`src/rtl/jesd204b_pkg.sv`:
```
// Shared constants and types for the JESD204B transmit link layer.
package jesd204b_pkg;

    localparam int unsigned OCT_W = 8;
    localparam int unsigned OC_W  = 10;
    localparam int unsigned FC_W  = 4;

    localparam logic [OCT_W-1:0] K28_5 = 8'hBC;
    localparam logic [OCT_W-1:0] K28_0 = 8'h1C;
    localparam logic [OCT_W-1:0] K28_3 = 8'h7C;
    localparam logic [OCT_W-1:0] K28_4 = 8'h9C;
    localparam logic [OCT_W-1:0] K28_7 = 8'hFC;

    localparam logic [14:0] SCR_SEED = 15'h7FFF;

    typedef enum logic [1:0] {
        LS_CGS  = 2'd0,
        LS_ILAS = 2'd1,
        LS_DATA = 2'd2
    } link_state_e;

    typedef struct packed {
        logic             k;
        logic [OCT_W-1:0] d;
    } lane_oct_t;

    function automatic lane_oct_t mk_ctrl(input logic [OCT_W-1:0] c);
        lane_oct_t o;
        o.k = 1'b1;
        o.d = c;
        return o;
    endfunction

    function automatic lane_oct_t mk_data(input logic [OCT_W-1:0] c);
        lane_oct_t o;
        o.k = 1'b0;
        o.d = c;
        return o;
    endfunction

endpackage

```
`src/rtl/jesd204b_lane_scrambler.sv`:
```
// Per-lane self-synchronous scrambler, 1+x^14+x^15, one octet per clock, MSB first.
module jesd204b_lane_scrambler
    import jesd204b_pkg::*;
(
    input  logic             clock,
    input  logic             reset,
    input  logic             load,
    input  logic             en,
    input  logic [OCT_W-1:0] octet,
    output logic [OCT_W-1:0] scrambled_c
);

    logic [14:0] state_q;
    logic [14:0] state_d;

    // Bit 0 holds the newest scrambled bit; a load seeds the octet being scrambled now.
    always_comb begin
        logic [14:0] s;
        logic        b;
        s           = load ? SCR_SEED : state_q;
        b           = 1'b0;
        scrambled_c = '0;
        for (int i = OCT_W - 1; i >= 0; i--) begin
            b              = octet[i] ^ s[13] ^ s[14];
            scrambled_c[i] = b;
            s              = {s[13:0], b};
        end
        state_d = s;
    end

    always_ff @(posedge clock) begin
        if (reset) begin
            state_q <= SCR_SEED;
        end else if (en) begin
            state_q <= state_d;
        end else if (load) begin
            state_q <= SCR_SEED;
        end
    end

endmodule

```
`src/rtl/jesd204b_link_tx.sv`:
```
// JESD204B transmit data link layer: CGS, ILAS, then scrambled data with alignment characters.
module jesd204b_link_tx
    import jesd204b_pkg::*;
#(
    parameter int unsigned LANES     = 4,
    parameter int unsigned F         = 2,
    parameter int unsigned K         = 32,
    parameter int unsigned ILAS_MF   = 4,
    parameter int unsigned SCRAMBLE  = 1,
    parameter int unsigned SYNC_FILT = 4
) (
    input  logic                   clock,
    input  logic                   reset,
    input  logic                   sync_n,
    input  logic [LANES*OCT_W-1:0] tx_data,
    input  logic [14*OCT_W-1:0]    ilas_cfg,
    output logic                   tx_ready,
    output logic [LANES*OCT_W-1:0] lane_data,
    output logic [LANES-1:0]       lane_k,
    output logic [1:0]             link_state,
    output logic [7:0]             sync_err_cnt
);

    localparam int unsigned FK    = F * K;
    localparam int unsigned MF_W  = $clog2(ILAS_MF);
    localparam int unsigned FLT_W = $clog2(SYNC_FILT + 1);

    link_state_e             state_q, state_d;
    logic [OC_W-1:0]         oc_q, oc_d;
    logic [FC_W-1:0]         fc_q, fc_d;
    logic [MF_W-1:0]         mf_q, mf_d;
    logic [FLT_W-1:0]        low_cnt_q, low_cnt_d;
    logic                    sync_seen_q, sync_seen_d;
    logic [7:0]              err_d;
    logic                    first_frm_q, first_frm_d;
    logic [LANES*OCT_W-1:0]  prev_q, prev_d;
    logic [LANES*OCT_W-1:0]  lane_data_d;
    logic [LANES-1:0]        lane_k_d;
    logic [LANES*OCT_W-1:0]  scr_c;

    logic eomf_q, resync, enter_data, scr_en, eof_d, eomf_d;

    assign link_state = state_q;
    assign eomf_q     = (oc_q == OC_W'(FK - 1));
    assign resync     = (state_q != LS_CGS) && !sync_n && (low_cnt_q == FLT_W'(SYNC_FILT - 1));
    assign scr_en     = (state_d == LS_DATA);
    assign enter_data = scr_en && (state_q != LS_DATA);
    assign eof_d      = (fc_d == FC_W'(F - 1));
    assign eomf_d     = (oc_d == OC_W'(FK - 1));

    // LMFC counters, sync filter and link state machine.
    always_comb begin
        state_d     = state_q;
        oc_d        = eomf_q ? '0 : oc_q + 1'b1;
        fc_d        = (eomf_q || fc_q == FC_W'(F - 1)) ? '0 : fc_q + 1'b1;
        mf_d        = mf_q;
        low_cnt_d   = '0;
        sync_seen_d = 1'b0;
        err_d       = sync_err_cnt;

        if (state_q == LS_CGS) begin
            sync_seen_d = sync_seen_q | sync_n;
        end else if (!sync_n) begin
            low_cnt_d = (low_cnt_q == FLT_W'(SYNC_FILT)) ? low_cnt_q : low_cnt_q + 1'b1;
        end else if (low_cnt_q != '0 && sync_err_cnt != 8'hFF) begin
            err_d = sync_err_cnt + 8'd1;
        end

        case (state_q)
            LS_CGS: begin
                if ((sync_seen_q || sync_n) && eomf_q) begin
                    state_d = LS_ILAS;
                end
            end
            LS_ILAS: begin
                if (resync) begin
                    state_d = LS_CGS;
                end else if (eomf_q && mf_q == MF_W'(ILAS_MF - 1)) begin
                    state_d = LS_DATA;
                end
            end
            LS_DATA: begin
                if (resync) begin
                    state_d = LS_CGS;
                end
            end
            default: state_d = LS_CGS;
        endcase

        if (state_d != LS_ILAS) begin
            mf_d = '0;
        end else if (state_q == LS_ILAS && eomf_q) begin
            mf_d = mf_q + 1'b1;
        end
    end

    for (genvar l = 0; l < LANES; l++) begin : g_scr
        jesd204b_lane_scrambler u_scr (
            .clock       (clock),
            .reset       (reset),
            .load        (enter_data),
            .en          (scr_en),
            .octet       (tx_data[l*OCT_W +: OCT_W]),
            .scrambled_c (scr_c[l*OCT_W +: OCT_W])
        );
    end

    // Octet for the cycle being entered; a data octet is the tx_data captured on that edge.
    always_comb begin
        lane_oct_t       ilas_oct;
        lane_oct_t       oct;
        logic [OCT_W-1:0] raw;
        logic [3:0]      cfg_idx;

        lane_data_d = '0;
        lane_k_d    = '0;
        prev_d      = prev_q;
        first_frm_d = (state_d != LS_DATA) ? 1'b1 : (eof_d ? 1'b0 : first_frm_q);
        cfg_idx     = oc_d[3:0] - 4'd2;

        ilas_oct = mk_data(oc_d[7:0]);
        if (oc_d == '0) begin
            ilas_oct = mk_ctrl(K28_0);
        end else if (eomf_d) begin
            ilas_oct = mk_ctrl(K28_3);
        end
        if (mf_d == MF_W'(1)) begin
            if (oc_d == OC_W'(1)) begin
                ilas_oct = mk_ctrl(K28_4);
            end else if (oc_d >= OC_W'(2) && oc_d <= OC_W'(15)) begin
                ilas_oct = mk_data(ilas_cfg[{cfg_idx, 3'b000} +: OCT_W]);
            end
        end

        for (int l = 0; l < LANES; l++) begin
            raw = tx_data[l*OCT_W +: OCT_W];
            oct = mk_ctrl(K28_5);
            case (state_d)
                LS_ILAS: oct = ilas_oct;
                LS_DATA: begin
                    if (SCRAMBLE != 0) begin
                        oct = mk_data(scr_c[l*OCT_W +: OCT_W]);
                        if (eomf_d && raw == K28_3) begin
                            oct = mk_ctrl(K28_3);
                        end else if (eof_d && raw == K28_7) begin
                            oct = mk_ctrl(K28_7);
                        end
                    end else begin
                        oct = mk_data(raw);
                        if (eof_d && !first_frm_q && raw == prev_q[l*OCT_W +: OCT_W]) begin
                            oct = mk_ctrl(eomf_d ? K28_3 : K28_7);
                        end
                    end
                    if (eof_d) begin
                        prev_d[l*OCT_W +: OCT_W] = raw;
                    end
                end
                default: oct = mk_ctrl(K28_5);
            endcase
            if (state_d != LS_DATA) begin
                prev_d[l*OCT_W +: OCT_W] = '0;
            end
            lane_data_d[l*OCT_W +: OCT_W] = oct.d;
            lane_k_d[l]                   = oct.k;
        end
    end

    always_ff @(posedge clock) begin
        if (reset) begin
            state_q      <= LS_CGS;
            oc_q         <= '0;
            fc_q         <= '0;
            mf_q         <= '0;
            low_cnt_q    <= '0;
            sync_seen_q  <= 1'b0;
            first_frm_q  <= 1'b1;
            prev_q       <= '0;
            sync_err_cnt <= '0;
            tx_ready     <= 1'b0;
            lane_data    <= {LANES{K28_5}};
            lane_k       <= '1;
        end else begin
            state_q      <= state_d;
            oc_q         <= oc_d;
            fc_q         <= fc_d;
            mf_q         <= mf_d;
            low_cnt_q    <= low_cnt_d;
            sync_seen_q  <= sync_seen_d;
            first_frm_q  <= first_frm_d;
            prev_q       <= prev_d;
            sync_err_cnt <= err_d;
            tx_ready     <= (state_d == LS_DATA);
            lane_data    <= lane_data_d;
            lane_k       <= lane_k_d;
        end
    end

endmodule
```
`config.mk`:
```
export PLATFORM = sky130hd
export DESIGN_NAME = jesd204b_link_tx
export DESIGN_NICKNAME = d
export VERILOG_FILES = /design/src/rtl/jesd204b_pkg.sv /design/src/rtl/jesd204b_lane_scrambler.sv /design/src/rtl/jesd204b_link_tx.sv
export SDC_FILE = /design/constraint.sdc
export NUM_CORES = 1
export LEC_CHECK = 0
export BUFFER_PORTS_ARGS = -buffer_cell sky130_fd_sc_hd__buf_2
export CORE_UTILIZATION = 54
export DETAILED_ROUTE_END_ITERATION = 7
export GPL_TIMING_DRIVEN = 0
export PLACE_DENSITY = 0.8
export REMOVE_ABC_BUFFERS = 1
export SLEW_MARGIN = 40
export SYNTH_ARGS = -nofsm -noshare
export SYNTH_HDL_FRONTEND = slang
export SYNTH_SLANG_ARGS = --single-unit
```
`constraint.sdc`:
```
create_clock -name clock -period 5.1 [get_ports clock]
set_input_delay 1.02 -clock clock [delete_from_list [all_inputs] [get_ports clock]]
set_output_delay 1.02 -clock clock [all_outputs]
set_load 0.02 [all_outputs]
```
==> flow_summary.ini, run 1 <==
[floorplanning]
start_util_pct = 56.0
fp.dieH_um = 120
die_w_um = 120
num_rows = 42
coreArea_um2 = 13400
ios = 194
die_area_um2 = 14400

[route]
drt-total-wl_um = 22900
drtAntennaViolNets = 0
via_per_inst = 6.18
dr.first_iter.drc_count = 746
drc = 0
dr.pass1.iters = 6
routed-via-count = 7665
wl_per_cell_um = 18.4

[worst_hold_path]
hold_path_startpoint = g_scr[2].u_scr.state_q[3]
min_path_cells = 1
min_to = g_scr[2].u_scr.state_q[11]
min_path_type = flip-flop to flip-flop

[yosys]
synth_edf_count = 0
syn_avg_cell_area_um2 = 8.46
synth.distinct_cells = 69
syn_inst = 887
synth.largest_area_cell = dfxtp_1
synth.top_cell.area_share_pct = 33.9
ys_ff_latch = 127
ys_async_sr_fraction_pct = 0
ys_warn_count = 0
synth_area_leaders = dfxtp_1 (34%), xnor2_1 (6.2%), nor2_1 (5.0%)
syn-cell-area_um2 = 7500
yosysSeqAreaShare_pct = 33.9
dominantRegCellSynth = dfxtp_1

[placement]
portBuffers = 193
dpl_cell_area_um2 = 8600
place_congestion = 0.865
dp_hpwl_um = 16000

[layout]
drive_gt1_share_pct = 27.2
areaGrowthSynthToFinish_pct = 23.9
nNetsFinal = 1213
fin_area_um2 = 9300

[flow_run]
max_cap_viol_count = 0

[power]
p_sw_mw = 0.706
p_comb_share_pct = 17.5
clockPowerShare_pct = 44.2
ir_drop_uv = 225
p_leak_nw = 3.66
p_per_area_nw_per_um2 = 283
switching_share_pct = 26.8
power_mw = 2.63
seq_power_share_pct = 38.3
intPower_mw = 1.93

[sta]
fmax_ghz = 0.202
finalMaxSlewViolations = 0
hold_violations = 0
setup_viol = 0
fin_skew_ns = 0.00466
rsz0062_at_grt = false
slew_headroom_pct = 40.1
fin_crit_ns = 4.95
finalCritPeriodShare_pct = 97.1
worstMarginPinSlew_ns = 0.892

[clocking]
clkSinkCount = 127
cts.clk_slew.worst_paths_ns = 0.05
cts_buffer_depth = 2
root_buffer = clkbuf_16
cts_tree = yes
clock_latency_ns = 0.41
cts-buffers-inserted = 17
htree_levels = 4

[grt]
overflow = 0
grt_pass1_vias = 7023
grt_max_degree = 61
grt.total_usage_pct = 31.6
antenna_found_initial = 1
grt_pass1_wl_um = 35500

[worst_setup_path]
cpPeakStageDelay_ns = 0.65
r2r_cells = 11
crit_arrival_ns = 5.29
cp_num_buf_inv = 4
critical_path.max_fanout = 29
cp-start-kind = flip-flop
reg2reg_to = lane_data[24]
cp-end-kind = flip-flop
critical_path_class = flip-flop to flip-flop
r2r_setup_slack_ns = 0.15
slowest_stage = ha_4
path_cells = buf_16, inv_1, ha_4, inv_1, ha_4, clkinv_1, mux4_2, a2111oi_0, mux2i_1, or4_4, nand3_1
cp.required_ns = 5.44
critical-path-top-delay-family = buffers and inverters
timing.rr.start = oc_q[0]

[status]
outcome = completed
==> per-stage QoR <==
| step | hold WS, ns | std cells | worst slack [ns] | utilization (%) | TNS [ns] |
|---|---|---|---|---|---|
| floorplan | 0.435 | 830 | -0.810 | - | -34.40 |
| global placement | 0.441 | 1199 | -3.36 | 63.0 | -247.76 |
| detailed placement | 0.449 | 1203 | -0.647 | 64.2 | -21.84 |
| CTS | 0.462 | 1237 | 0.000339 | 68.8 | 0 |
| global route | 0.468 | 1241 | 0.00373 | 69.4 | 0 |
| finish | 0.460 | 1241 | 0.150 | 69.4 | 0 |
==> cells by family after synthesis <==
kind of cell / after synthesis / synth area share, %
muxes: 44 / 7.92
buffers and inverters: 72 / 4.00
DFF: 127 / 33.9
AOI/OAI and AO/OA: 227 / 21.0
adders and majority gates: 15 / 2.50
and+or+nand+nor: 325 / 21.7
xor gates and xnor gates: 77 / 8.99
==> sequential cells by signal, summed over array words and instances, names as in the netlist <==
name                 cells
tx_ready                 1
link_state               2
fc_q                     4
sync_err_cnt             8
lane_k                   4
low_cnt_q                3
mf_q                     2
g_scr.u_scr.state_q     60
sync_seen_q              1
lane_data               32
oc_q                    10
==> routing by layer <==
layer	GRT usage (%)	up-vias	part of all wire, %
met1	40.9	3623	41
met5	0	-	0
met4	9.06	0	2.1
met3	6.42	49	8.7
li1	-	3590	-
met2	53.0	403	48
==> cell usage after synthesis, types with 12 or more instances <==
cell type	n
dfxtp_1	127
nor2_1	100
nand2_1	78
a21oi_1	60
xnor2_1	53
clkbuf_1	36
o21ai_0	30
o22a_1	30
mux2i_1	29
or3_1	25
nand3_1	24
xor2_1	24
nor3_1	21
ha_1	15
nor4_1	15
o211ai_1	15
nand4_1	14
inv_1	13
o22ai_1	13
mux4_2	12
==> final cells by class <==
cell class,instances,area (um2)
Fill cell,1098,4100
Multi-Input combinational cell,689,4820
Tap cell,176,220
Sequential cell,127,2540
Clock buffer,21,450
Antenna cell,1,2.50
Clock inverter,11,116
Timing Repair Buffer,201,1080
Inverter,15,62.6
==> worst max path at each step <==
| stage | from | to | slack (ns) | depth (start not counted) |
|---|---|---|---|---|
| floorplan | oc_q[0] | lane_data[30] | -0.81 | 15 |
| global placement | oc_q[0] | lane_data[30] | -3.36 | 15 |
| detailed placement | oc_q[0] | lane_data[30] | -0.65 | 17 |
| CTS | oc_q[0] | lane_data[20] | 0.0003 | 15 |
| global route | oc_q[0] | lane_data[0] | 0.004 | 11 |
| finish | oc_q[0] | lane_data[24] | 0.15 | 11 |
==> repair_timing <==
action | in CTS | in global routing
endpoints found under the hold margin | 0 | 0
buffers inserted | 1 | 2
cloned | 1 | 0
pin swaps | 2 | 0
resized for setup | 7 | 7
setup endpoints to repair | 96 | 95
hold buffers | 0 | 0
==> placed cells by master (no fill, tap or decap), types with 21 or more instances in the layout <==
master	netlist	layout
nand3_1	24	22
xnor2_1	53	53
nor2_1	100	98
nand2_1	78	76
or3_1	25	25
a21oi_1	60	60
o22a_1	30	30
buf_2	11	192
dfxtp_1	127	126
nor3_1	21	21
mux2i_1	29	28
o21ai_0	30	30
xor2_1	24	24
==> worst register-to-register path: stages (launching register included) <==
cell and delay, ns:
dfxtp_2 0.57, buf_16 0.23, inv_1 0.30, ha_4 0.65, inv_1 0.38, ha_4 0.57, clkinv_1 0.33, mux4_2 0.37
a2111oi_0 0.63, mux2i_1 0.22, or4_4 0.49, nand3_1 0.14
==> power groups by stage <==
| stage | registers [mW] | clock network, mW | logic [mW] |
|---|---|---|---|
| 6_report | 1.01 | 1.16 | 0.462 |
| 5_1_grt | 1.01 | 1.22 | 0.496 |
| 4_1_cts | 1.01 | 1.17 | 0.445 |
| 3_5_place_dp | 1.03 | 0 | 0.438 |
| 3_3_place_gp | 1.03 | 0 | 0.422 |
| 2_1_floorplan | 1.03 | 0 | 0.271 |
Power figures use the tool's default switching activity.
==> inputs of run 2 (changes only) <==
--- a/config.mk
+++ b/config.mk
@@ -7,3 +7,3 @@
 export LEC_CHECK = 0
-export BUFFER_PORTS_ARGS = -buffer_cell sky130_fd_sc_hd__buf_2
+export BUFFER_PORTS_ARGS = -buffer_cell sky130_fd_sc_hd__buf_4
 export CORE_UTILIZATION = 54
==> constraint.sdc (replaced) <==
create_clock -name clock -period 5.1 [get_ports clock]
set_input_delay 0.255 -clock clock [delete_from_list [all_inputs] [get_ports clock]]
set_output_delay 0.255 -clock clock [all_outputs]
set_load 0.02 [all_outputs]
==> run 2 against run 1 <==
Net effect: sequential share of layout area shrank 1.3 points; combinational power grew 8.2%; clock skew grew 0.0031 ns; via count grew 1.1%; fmax shrank 0.69%; setup slack lost 0.034 ns; register-to-register slack lost 0.03 ns; sequential cell count is the same; wire length grew 3.9%; power grew 1.8%; cell area grew 5.0%; count of clock-buffer cells in the layout grew 2.
==> flow_summary.ini, run 2 (synthesis results as in run 1) <==
[status]
outcome = completed

[floorplanning]
die_area_um2 = 14400
num_rows = 42
start_util_pct = 56.0
coreArea_um2 = 13400
ios = 194
fp.dieH_um = 120
die_w_um = 120

[layout]
fin_util_pct = 72.9
largestRegisters = g_scr.u_scr.state_q x60, lane_data x32, oc_q x10
num-fill-cells = 1091
finalNonFillerCells = 1239
mostFrequentLayoutCells = buf_4 (196), dfxtp_1 (126), nor2_1 (98), nand2_1 (75), a21oi_1 (60)
drive_gt1_share_pct = 27.3
areaGrowthSynthToFinish_pct = 30.1
largest_reg_flops = 60
layout_commonest_cell = buf_4
diodes = 0
top_register = g_scr.u_scr.state_q
nNetsFinal = 1212

[route]
dr.pass1.iters = 5
routed-via-count = 7748
drc = 0
drt-total-wl_um = 23800
drtAntennaViolNets = 0
via_per_inst = 6.25
dr.first_iter.drc_count = 843
wl_per_cell_um = 19.2

[sta]
slew_headroom_pct = 40.6
fin_skew_ns = 0.00774
fmax_ghz = 0.201
setup-tns-final_ns = 0
fin_crit_ns = 4.98
rsz0062_at_grt = false
hold_violations = 0
worstMarginPinSlew_ns = 0.887
finalCritPeriodShare_pct = 97.7
setup_viol = 0
finalMaxSlewViolations = 0
fin_hold_ws_ns = 0.164

[power]
ir_drop_uv = 324
power_mw = 2.68
p_leak_nw = 3.83
p_per_area_nw_per_um2 = 275

[grt]
grt_pass1_wl_um = 36900
antenna_found_initial = 1
grt.total_usage_pct = 32.7
met1_usage_pct = 41.7
grt_max_degree = 61
grt_pass1_vias = 7156
gr-usage-met2_pct = 53.8
overflow = 0
grt_busiest_layer = met2
met3_usage_pct = 8.22

[worst_setup_path]
cp.required_ns = 5.44
timing.rr.start = oc_q[0]
cp-end-kind = flip-flop
critical_path.endpoint = lane_data[24]
crit_arrival_ns = 5.33
cp-start-kind = flip-flop
reg2reg_to = lane_data[24]
r2r_cells = 11
r2r_setup_slack_ns = 0.12
critPathLaunch = oc_q[0]
critical_path_class = flip-flop to flip-flop
critical_path.max_fanout = 28

[flow_run]
max_cap_viol_count = 0

[placement]
dp_hpwl_um = 16500
place_congestion = 0.867
dp.cells = 1203
portBuffers = 193

[clocking]
clock_latency_ns = 0.42
cts_tree = yes
root_buffer = clkbuf_16
cts_buffer_depth = 2
htree_levels = 4
clkSinkCount = 127
cts.clk_slew.worst_paths_ns = 0.06
cts-buffers-inserted = 17

[worst_hold_path]
min_path_type = primary input to flip-flop
-- run 2: layout make-up --
cell class	count	area (um2)	share of cell area, %
clock buffer	23	498	5.10
clock inverter	9	82.6	0.846
inverter	15	62.6	0.641
multi-input combinational	688	4800	49.2
sequential	127	2540	26.1
tap	176	220	2.26
timing repair buffer	201	1560	15.9
-- run 2: timing repair --
item / CTS / global route
pin swaps: 0 / 2
setup endpoints to repair: 93 / 36
hold buffers: 0 / 0
setup buffers: 0 / 3
resized for setup: 12 / 2
-- run 2: worst max-delay path, cell delays in order (launching register included) --
cell	delay, ns
dfxtp_2	0.58
buf_16	0.23
inv_1	0.32
ha_4	0.57
inv_1	0.32
ha_4	0.56
clkinv_1	0.34
mux4_2	0.37
a2111oi_0	0.70
mux2i_1	0.23
or4_4	0.52
nand3_1	0.14
-- run 2: worst min path at each step --
stage / start / endpoint / slack, ns / cells past startpoint
detailed placement: g_scr[3].u_scr.state_q[3] / g_scr[3].u_scr.state_q[11] / 0.45 / 1
global placement: g_scr[2].u_scr.state_q[3] / g_scr[2].u_scr.state_q[11] / 0.44 / 1
finish: tx_data[25] / g_scr[3].u_scr.state_q[1] / 0.16 / 4
floorplan: reset / oc_q[1] / 0.32 / 1
global route: tx_data[25] / g_scr[3].u_scr.state_q[1] / 0.17 / 4
CTS: tx_data[25] / g_scr[3].u_scr.state_q[1] / 0.15 / 4
-- run 2: routing by layer --
layer  vias to the layer above  part of all wire (%)  wire (um)
met3                        64                   9.3       2210
met5                         -                     0          0
li1                       3603                     -          -
met1                      3644                    40       9460
met4                         0                   2.9        685
met2                       437                    48      11400
-- run 2: where the power goes --
group          leakage [nW]  switching [mW]  total (mW)  internal (mW)
Sequential             1.03          0.0113        1.01          0.998
Combinational          2.51           0.264       0.500          0.235
Clock                 0.285           0.439        1.17          0.732
Total                  3.83           0.714        2.68           1.97
-- run 2: metrics by stage --
stage          setup WS (ns)  instance area [um2]
2_1_floorplan         -0.810                 7260
3_3_place_gp           -3.35                 8930
3_5_place_dp          -0.722                 9060
4_1_cts               0.0671                 9700
5_1_grt               0.0273                 9760
6_report               0.116                 9760
